**src/rtl/iterative_multiplier_ctrl_pkg.sv**
```systemverilog
// Shared definitions for the iterative shift-add multiplier: FSM state encoding.
package iterative_multiplier_ctrl_pkg;

  localparam logic [1:0] ST_IDLE = 2'd0;
  localparam logic [1:0] ST_CALC = 2'd1;
  localparam logic [1:0] ST_FIX  = 2'd2;
  localparam logic [1:0] ST_DONE = 2'd3;

  typedef enum logic [1:0] {
    IDLE = ST_IDLE,
    CALC = ST_CALC,
    FIX  = ST_FIX,
    DONE = ST_DONE
  } state_t;

endpackage

```
**src/rtl/iterative_multiplier_ctrl_if.sv**
```systemverilog
// Operand and result handshakes of the multiplier, grouped for the ALU decoder/result mux.
interface iterative_multiplier_ctrl_if #(
  parameter int WIDTH = 8
);
  // Both channels: a transfer happens on a rising edge where valid and ready are both 1;
  // the sender holds valid and its payload stable until that edge, ready may toggle freely.
  logic                 start_valid;
  logic                 start_ready;
  logic [WIDTH-1:0]     a;
  logic [WIDTH-1:0]     b;
  logic                 signed_mode;
  logic                 result_valid;
  logic                 result_ready;
  logic [2*WIDTH-1:0]   product;
  logic                 busy;

  modport master (
    output start_valid, a, b, signed_mode, result_ready,
    input  start_ready, result_valid, product, busy
  );

  modport slave (
    input  start_valid, a, b, signed_mode, result_ready,
    output start_ready, result_valid, product, busy
  );
endinterface

```
**src/rtl/iterative_multiplier_ctrl_mult_datapath.sv**
```systemverilog
// Datapath for the shift-add multiplier: operand magnitudes, one shared CLA adder,
// the accumulate-and-shift step and the final sign fix-up.
module mult_datapath #(
  parameter int WIDTH = 8
) (
  input  logic                 clk,
  input  logic                 reset,
  input  logic                 load,
  input  logic                 step,
  input  logic                 fix,
  input  logic [WIDTH-1:0]     a,
  input  logic [WIDTH-1:0]     b,
  input  logic                 signed_mode,
  output logic [2*WIDTH-1:0]   product
);

  logic [2*WIDTH-1:0] acc;
  logic [WIDTH-1:0]   mcand;
  logic [WIDTH-1:0]   mplier;
  logic               neg;

  logic [WIDTH-1:0]   addend;
  logic [WIDTH-1:0]   gen;
  logic [WIDTH-1:0]   prop;
  logic [WIDTH-1:0]   sum;
  logic [WIDTH:0]     carry;
  logic               term;

  // The most-negative value maps to 2^(W-1), which still fits in W unsigned bits.
  function automatic logic [WIDTH-1:0] magnitude(input logic [WIDTH-1:0] x, input logic sm);
    return (sm && x[WIDTH-1]) ? (~x + WIDTH'(1)) : x;
  endfunction

  assign addend = mplier[0] ? mcand : '0;
  assign gen    = acc[2*WIDTH-1:WIDTH] & addend;
  assign prop   = acc[2*WIDTH-1:WIDTH] ^ addend;

  // Each carry is the flat OR of generate terms propagated through every higher bit.
  always_comb begin
    carry = '0;
    term  = 1'b0;
    for (int i = 0; i < WIDTH; i++) begin
      for (int j = 0; j <= i; j++) begin
        term = gen[j];
        for (int k = j + 1; k <= i; k++) begin
          term = term & prop[k];
        end
        carry[i+1] = carry[i+1] | term;
      end
    end
  end

  assign sum = prop ^ carry[WIDTH-1:0];

  always_ff @(posedge clk or posedge reset) begin
    if (reset) begin
      acc     <= '0;
      mcand   <= '0;
      mplier  <= '0;
      neg     <= 1'b0;
      product <= '0;
    end else if (load) begin
      acc     <= '0;
      mcand   <= magnitude(a, signed_mode);
      mplier  <= magnitude(b, signed_mode);
      neg     <= signed_mode & (a[WIDTH-1] ^ b[WIDTH-1]);
    end else if (step) begin
      // Carry becomes the new top bit; acc[0] drops into mplier, whose used LSB falls off.
      {acc, mplier} <= {carry[WIDTH], sum, acc[WIDTH-1:0], mplier[WIDTH-1:1]};
    end else if (fix) begin
      product <= neg ? (~acc + (2*WIDTH)'(1)) : acc;
    end
  end

endmodule

```
**src/rtl/iterative_multiplier_ctrl.sv**
```systemverilog
// Sequencer for the ALU's MUL/MULU: FSM, iteration counter and both handshakes around
// the shared-adder datapath.
module iterative_multiplier_ctrl
  import iterative_multiplier_ctrl_pkg::*;
#(
  parameter int WIDTH = 8
) (
  input  logic                        clk,
  input  logic                        reset,
  iterative_multiplier_ctrl_if.slave  bus,
  output state_t                      state
);

  localparam int CNT_W = $clog2(WIDTH + 1);
  localparam logic [CNT_W-1:0] LAST_ITER = CNT_W'(WIDTH - 1);

  state_t           state_next;
  logic [CNT_W-1:0] cnt;
  logic [CNT_W-1:0] cnt_next;
  logic             load;
  logic             step;
  logic             fix;

  always_ff @(posedge clk or posedge reset) begin
    if (reset) begin
      state <= IDLE;
      cnt   <= '0;
    end else begin
      state <= state_next;
      cnt   <= cnt_next;
    end
  end

  always_comb begin
    state_next       = state;
    cnt_next         = cnt;
    load             = 1'b0;
    step             = 1'b0;
    fix              = 1'b0;
    bus.start_ready  = 1'b0;
    bus.result_valid = 1'b0;
    bus.busy         = 1'b1;
    case (state)
      IDLE: begin
        bus.start_ready = 1'b1;
        bus.busy        = 1'b0;
        if (bus.start_valid) begin
          load       = 1'b1;
          cnt_next   = '0;
          state_next = CALC;
        end
      end
      CALC: begin
        step     = 1'b1;
        cnt_next = cnt + CNT_W'(1);
        if (cnt == LAST_ITER) state_next = FIX;
      end
      FIX: begin
        fix        = 1'b1;
        state_next = DONE;
      end
      DONE: begin
        bus.result_valid = 1'b1;
        if (bus.result_ready) state_next = IDLE;
      end
      default: state_next = IDLE;
    endcase
  end

  mult_datapath #(.WIDTH(WIDTH)) u_datapath (
    .clk         (clk),
    .reset       (reset),
    .load        (load),
    .step        (step),
    .fix         (fix),
    .a           (bus.a),
    .b           (bus.b),
    .signed_mode (bus.signed_mode),
    .product     (bus.product)
  );

endmodule

```
**src/flat_wrapper.sv**
```systemverilog
// flat-port wrapper written by rule: the top's interface ports become plain ports
module iterative_multiplier_ctrl_flat import iterative_multiplier_ctrl_pkg::*;
#(
  parameter int WIDTH = 8
)
  (clk, reset, state, bus_start_valid, bus_a, bus_b, bus_signed_mode, bus_result_ready, bus_start_ready, bus_result_valid, bus_product, bus_busy);
  iterative_multiplier_ctrl_if #(.WIDTH(WIDTH)) bus_i ();
  input  logic clk;
  input  logic reset;
  output state_t state;
  input wire logic [$bits(bus_i.start_valid)-1:0] bus_start_valid;
  input wire logic [$bits(bus_i.a)-1:0] bus_a;
  input wire logic [$bits(bus_i.b)-1:0] bus_b;
  input wire logic [$bits(bus_i.signed_mode)-1:0] bus_signed_mode;
  input wire logic [$bits(bus_i.result_ready)-1:0] bus_result_ready;
  output wire logic [$bits(bus_i.start_ready)-1:0] bus_start_ready;
  output wire logic [$bits(bus_i.result_valid)-1:0] bus_result_valid;
  output wire logic [$bits(bus_i.product)-1:0] bus_product;
  output wire logic [$bits(bus_i.busy)-1:0] bus_busy;
  assign bus_i.start_valid = bus_start_valid;
  assign bus_i.a = bus_a;
  assign bus_i.b = bus_b;
  assign bus_i.signed_mode = bus_signed_mode;
  assign bus_i.result_ready = bus_result_ready;
  assign bus_start_ready = bus_i.start_ready;
  assign bus_result_valid = bus_i.result_valid;
  assign bus_product = bus_i.product;
  assign bus_busy = bus_i.busy;
  iterative_multiplier_ctrl #(.WIDTH(WIDTH)) u_core (.clk(clk), .reset(reset), .bus(bus_i), .state(state));
endmodule
```
**config.mk**
```make
export PLATFORM = sky130hd
export DESIGN_NAME = iterative_multiplier_ctrl_flat
export DESIGN_NICKNAME = d
export VERILOG_FILES = /design/src/rtl/iterative_multiplier_ctrl_pkg.sv /design/src/rtl/iterative_multiplier_ctrl_if.sv /design/src/rtl/iterative_multiplier_ctrl_mult_datapath.sv /design/src/rtl/iterative_multiplier_ctrl.sv /design/src/flat_wrapper.sv
export SDC_FILE = /design/constraint.sdc
export NUM_CORES = 1
export LEC_CHECK = 0
export ABC_AREA = 1
export BUFFER_PORTS_ARGS = -buffer_cell sky130_fd_sc_hd__buf_2
export CAP_MARGIN = 10
export CELL_PAD_IN_SITES_DETAIL_PLACEMENT = 1
export CELL_PAD_IN_SITES_GLOBAL_PLACEMENT = 1
export CORE_MARGIN = 5
export CORE_UTILIZATION = 46
export DETAILED_ROUTE_END_ITERATION = 12
export PLACE_DENSITY_LB_ADDON = 0.1
export SETUP_SLACK_MARGIN = 0.05
export SLEW_MARGIN = 20
export SYNTH_ARGS = -nofsm -noshare
export SYNTH_HDL_FRONTEND = slang
export SYNTH_SLANG_ARGS = --single-unit
export TNS_END_PERCENT = 100
```
**constraint.sdc**
```tcl
create_clock -name clk -period 3.83 [get_ports clk]
set_input_delay 0.5745 -clock clk [delete_from_list [all_inputs] [get_ports clk]]
set_output_delay 0.5745 -clock clk [all_outputs]
set_load 0.01 [all_outputs]
```
==> impl_metrics.env <==
export IMPL_p_sw_w=0.001295
export IMPL_cts_tree="built"
export IMPL_status="finished, final reports clean"
export IMPL_synth_edf_count=0
export IMPL_multiInputGateArea_um2=1605
export IMPL_worst_ep_arrival_time_ps=2230
export IMPL_synthCells=420
export IMPL_clockBufferDepth=2
export IMPL_dp_hpwl_mm=6.139
export IMPL_drive_gt1_share_pct=16.16
export IMPL_ys_seq_area_share_pct=41.67
export IMPL_dieArea_um2=8976
export IMPL_firstDrtPassIters=4
export IMPL_leakage_nw=1.962
export IMPL_p_int_w=0.001577
export IMPL_syn_area_per_cell_um2=7.865
export IMPL_maxCapViolCount=0
export IMPL_ir_drop_mv=0.2749
export IMPL_swShare_pct=45.09
export IMPL_hp_class="in2async"
export IMPL_cts_setup_buffers=0
export IMPL_rows=30
export IMPL_grt_max_degree=34
export IMPL_htreeDepth=2
export IMPL_grt_pass1_vias=2946
export IMPL_die_w_um=94.74
export IMPL_antennaDiodeCount=0
export IMPL_cts_sinks=55
export IMPL_tightest_slew_ps=653.5
export IMPL_end_kind="register"
export IMPL_fin_worst_skew_ps=6.362
export IMPL_fin_crit_ps=2041
export IMPL_path_clk_slew_ps=100
export IMPL_p_seq_share_pct=34.7
export IMPL_hold_violations=0
export IMPL_portBuffers=41
export IMPL_chipHeight_um=94.74
export IMPL_yosys_warnings=0
export IMPL_dr_first_iter_drc_count=75
export IMPL_initial_core_util_pct=47.83
export IMPL_syn_area_um2=3303
export IMPL_cts_buffers=5
export IMPL_track_usage_pct=19.31
export IMPL_r2r_start="u_core.state[0]$_DFFE_PP0P_"
export IMPL_finish_net_count=496
export IMPL_crit_path_top_delay_cell="dfrtp_1"
export IMPL_fin_setup_tns_ps=0
export IMPL_fin_crit_sh_pct=53.30
export IMPL_total_power_w=0.002873
export IMPL_crit_type="reg2reg"
export IMPL_crit_path_start="u_core.state[0]$_DFFE_PP0P_"
export IMPL_syn_to_final_growth_pct=11.59
export IMPL_root_buffer="clkbuf_8"
export IMPL_wire_per_inst_um=14.10
export IMPL_syn_num_nets=459
export IMPL_cp_max_fo=23
export IMPL_seqCellArea_um2=1376
export IMPL_critPathMaxStageDelay_ps=420
export IMPL_final_cell_mix="nand2_1 (109), dfrtp_1 (55), inv_1 (52), buf_2 (41), nor2_1 (28)"
export IMPL_core_um2=6907
export IMPL_grt_overflow=0
export IMPL_ys_flop_type="dfrtp_1"
export IMPL_fmax_mhz=489.9
export IMPL_worstSkewPairLatency_ps=310
export IMPL_slew_headroom_pct=56.43
export IMPL_grt_pass1_wl_mm=13.87
export IMPL_crit_chain="inv_1 > ha_1 > nand2_4 > nand2_1 > inv_2 > nand3_1 > o21ai_1"
export IMPL_setup_viol=0
export IMPL_synth_distinct_cells=38
export IMPL_ys_ff_latch=55
export IMPL_layout_commonest_cell="nand2_1"
export IMPL_grt_setup_unrepaired="false"
export IMPL_dpl_cell_area_um2=3550
export IMPL_cts_hold_buf=0
export IMPL_fill_cells=921
export IMPL_avgViaCountPerCell=5.085
export IMPL_drt_wl_total_mm=7.810
export IMPL_comb_power_share_pct=49.3
export IMPL_maxSlewViolCount=0
export IMPL_vias=2817
export IMPL_fin_area_um2=3686
export IMPL_antenna_found_initial=0
export IMPL_gp_congestion=0.8011
export IMPL_cp_required_ps=4020
export IMPL_drc=0
export IMPL_post_cts_resized=0
export IMPL_clkPwrFrac_pct=16.0
export IMPL_startpoint_type="register"
export IMPL_ant_nets=0
export IMPL_p_per_area_nw_per_um2=779.3
export IMPL_synth_async_reset_ratio_pct=100.0
export IMPL_ios=42
path summary, 6_finish.rpt:
kind                                                            endpoint  slack (ps)  depth (start not counted)
worst max-delay path               u_core.u_datapath.acc[12]$_DFFE_PP0P_        1790                          7
worst min-delay path            u_core.u_datapath.product[0]$_DFFE_PP0P_         280                          2
worst max register to register     u_core.u_datapath.acc[12]$_DFFE_PP0P_        1790                          7
worst min register to register  u_core.u_datapath.product[8]$_DFFE_PP0P_         490                          2
max in group asynchronous        u_core.u_datapath.mplier[4]$_DFFE_PP0P_        2740                          3
min in group clk                u_core.u_datapath.product[8]$_DFFE_PP0P_         490                          2
cell families after synthesis:
family	synth area share, %
AOI/OAI and AO/OA	13.14
xor gates and xnor gates	3.447
adders and majority gates	7.045
buffers and inverters	9.735
DFF	41.67
and+or+nand+nor	24.96
Yosys cell counts, types with 5 or more instances:
cell,n,area share [%]
nand3_1,27,4.1
nand2_2,6,1.1
dfrtp_1,55,42
o22ai_1,15,2.8
inv_1,53,6.0
nor2_1,28,3.2
a21oi_1,11,1.7
o21ai_1,10,1.5
nand2_1,109,12
o21ai_0,25,3.8
o211ai_1,5,1.1
inv_2,8,0.91
xor2_1,12,3.2
ha_1,17,6.4
area by class of cell:
| class | count | share of cell area [%] |
|---|---|---|
| clock buffer | 5 | 1.867 |
| clock inverter | 3 | 1.833 |
| inverter | 62 | 6.382 |
| multi-input combinational | 291 | 43.55 |
| sequential | 55 | 37.34 |
| tap | 96 | 3.259 |
| timing repair buffer | 42 | 5.771 |
critical path: cells and delay by family (launching register included):
kind	cells	cell delay, ps
DFF	1	420
buffers and inverters	2	320
AOI/OAI and AO/OA	1	80
adders and majority gates	1	320
and+or+nand+nor	3	760
power by group through the flow:
stage / combinational (W) / clock [W] / sequential [W]
finish: 0.00142 / 0.000459 / 0.000997
global route: 0.00162 / 0.000488 / 0.00103
CTS: 0.00144 / 0.000471 / 0.000999
detailed placement: 0.00143 / 0 / 0.00101
global placement: 0.00137 / 0 / 0.000997
floorplan: 0.00109 / 0 / 0.000982
per-stage QoR:
| stage | utilization, % | std cells | hold WS, ps | worst slack [ps] |
|---|---|---|---|---|
| floorplan | - | 420 | 453.4 | 1913 |
| global placement | 51.39 | 546 | 456.7 | 1942 |
| detailed placement | 51.39 | 546 | 466.9 | 1834 |
| CTS | 53.37 | 554 | 289.2 | 1795 |
| global route | 53.37 | 554 | 309.7 | 1574 |
| finish | 53.37 | 554 | 277.7 | 1789 |
state kept, by name, indices dropped and copies added (netlist names):
name,cells
u_core.cnt,4
u_core.state,2
u_core.u_datapath.acc,16
u_core.u_datapath.mcand,8
u_core.u_datapath.mplier,8
u_core.u_datapath.neg,1
u_core.u_datapath.product,16
metal layers:
layer / track usage (%) / share of wire (%) / vias up
met5: 0 / 0 / -
met4: 5.288 / 1.5 / 0
met3: 2.789 / 2.3 / 8
met2: 33.29 / 48 / 38
met1: 25.24 / 48 / 1330
li1: - / - / 1441
Note: power is estimated with default switching activity, not from simulation.
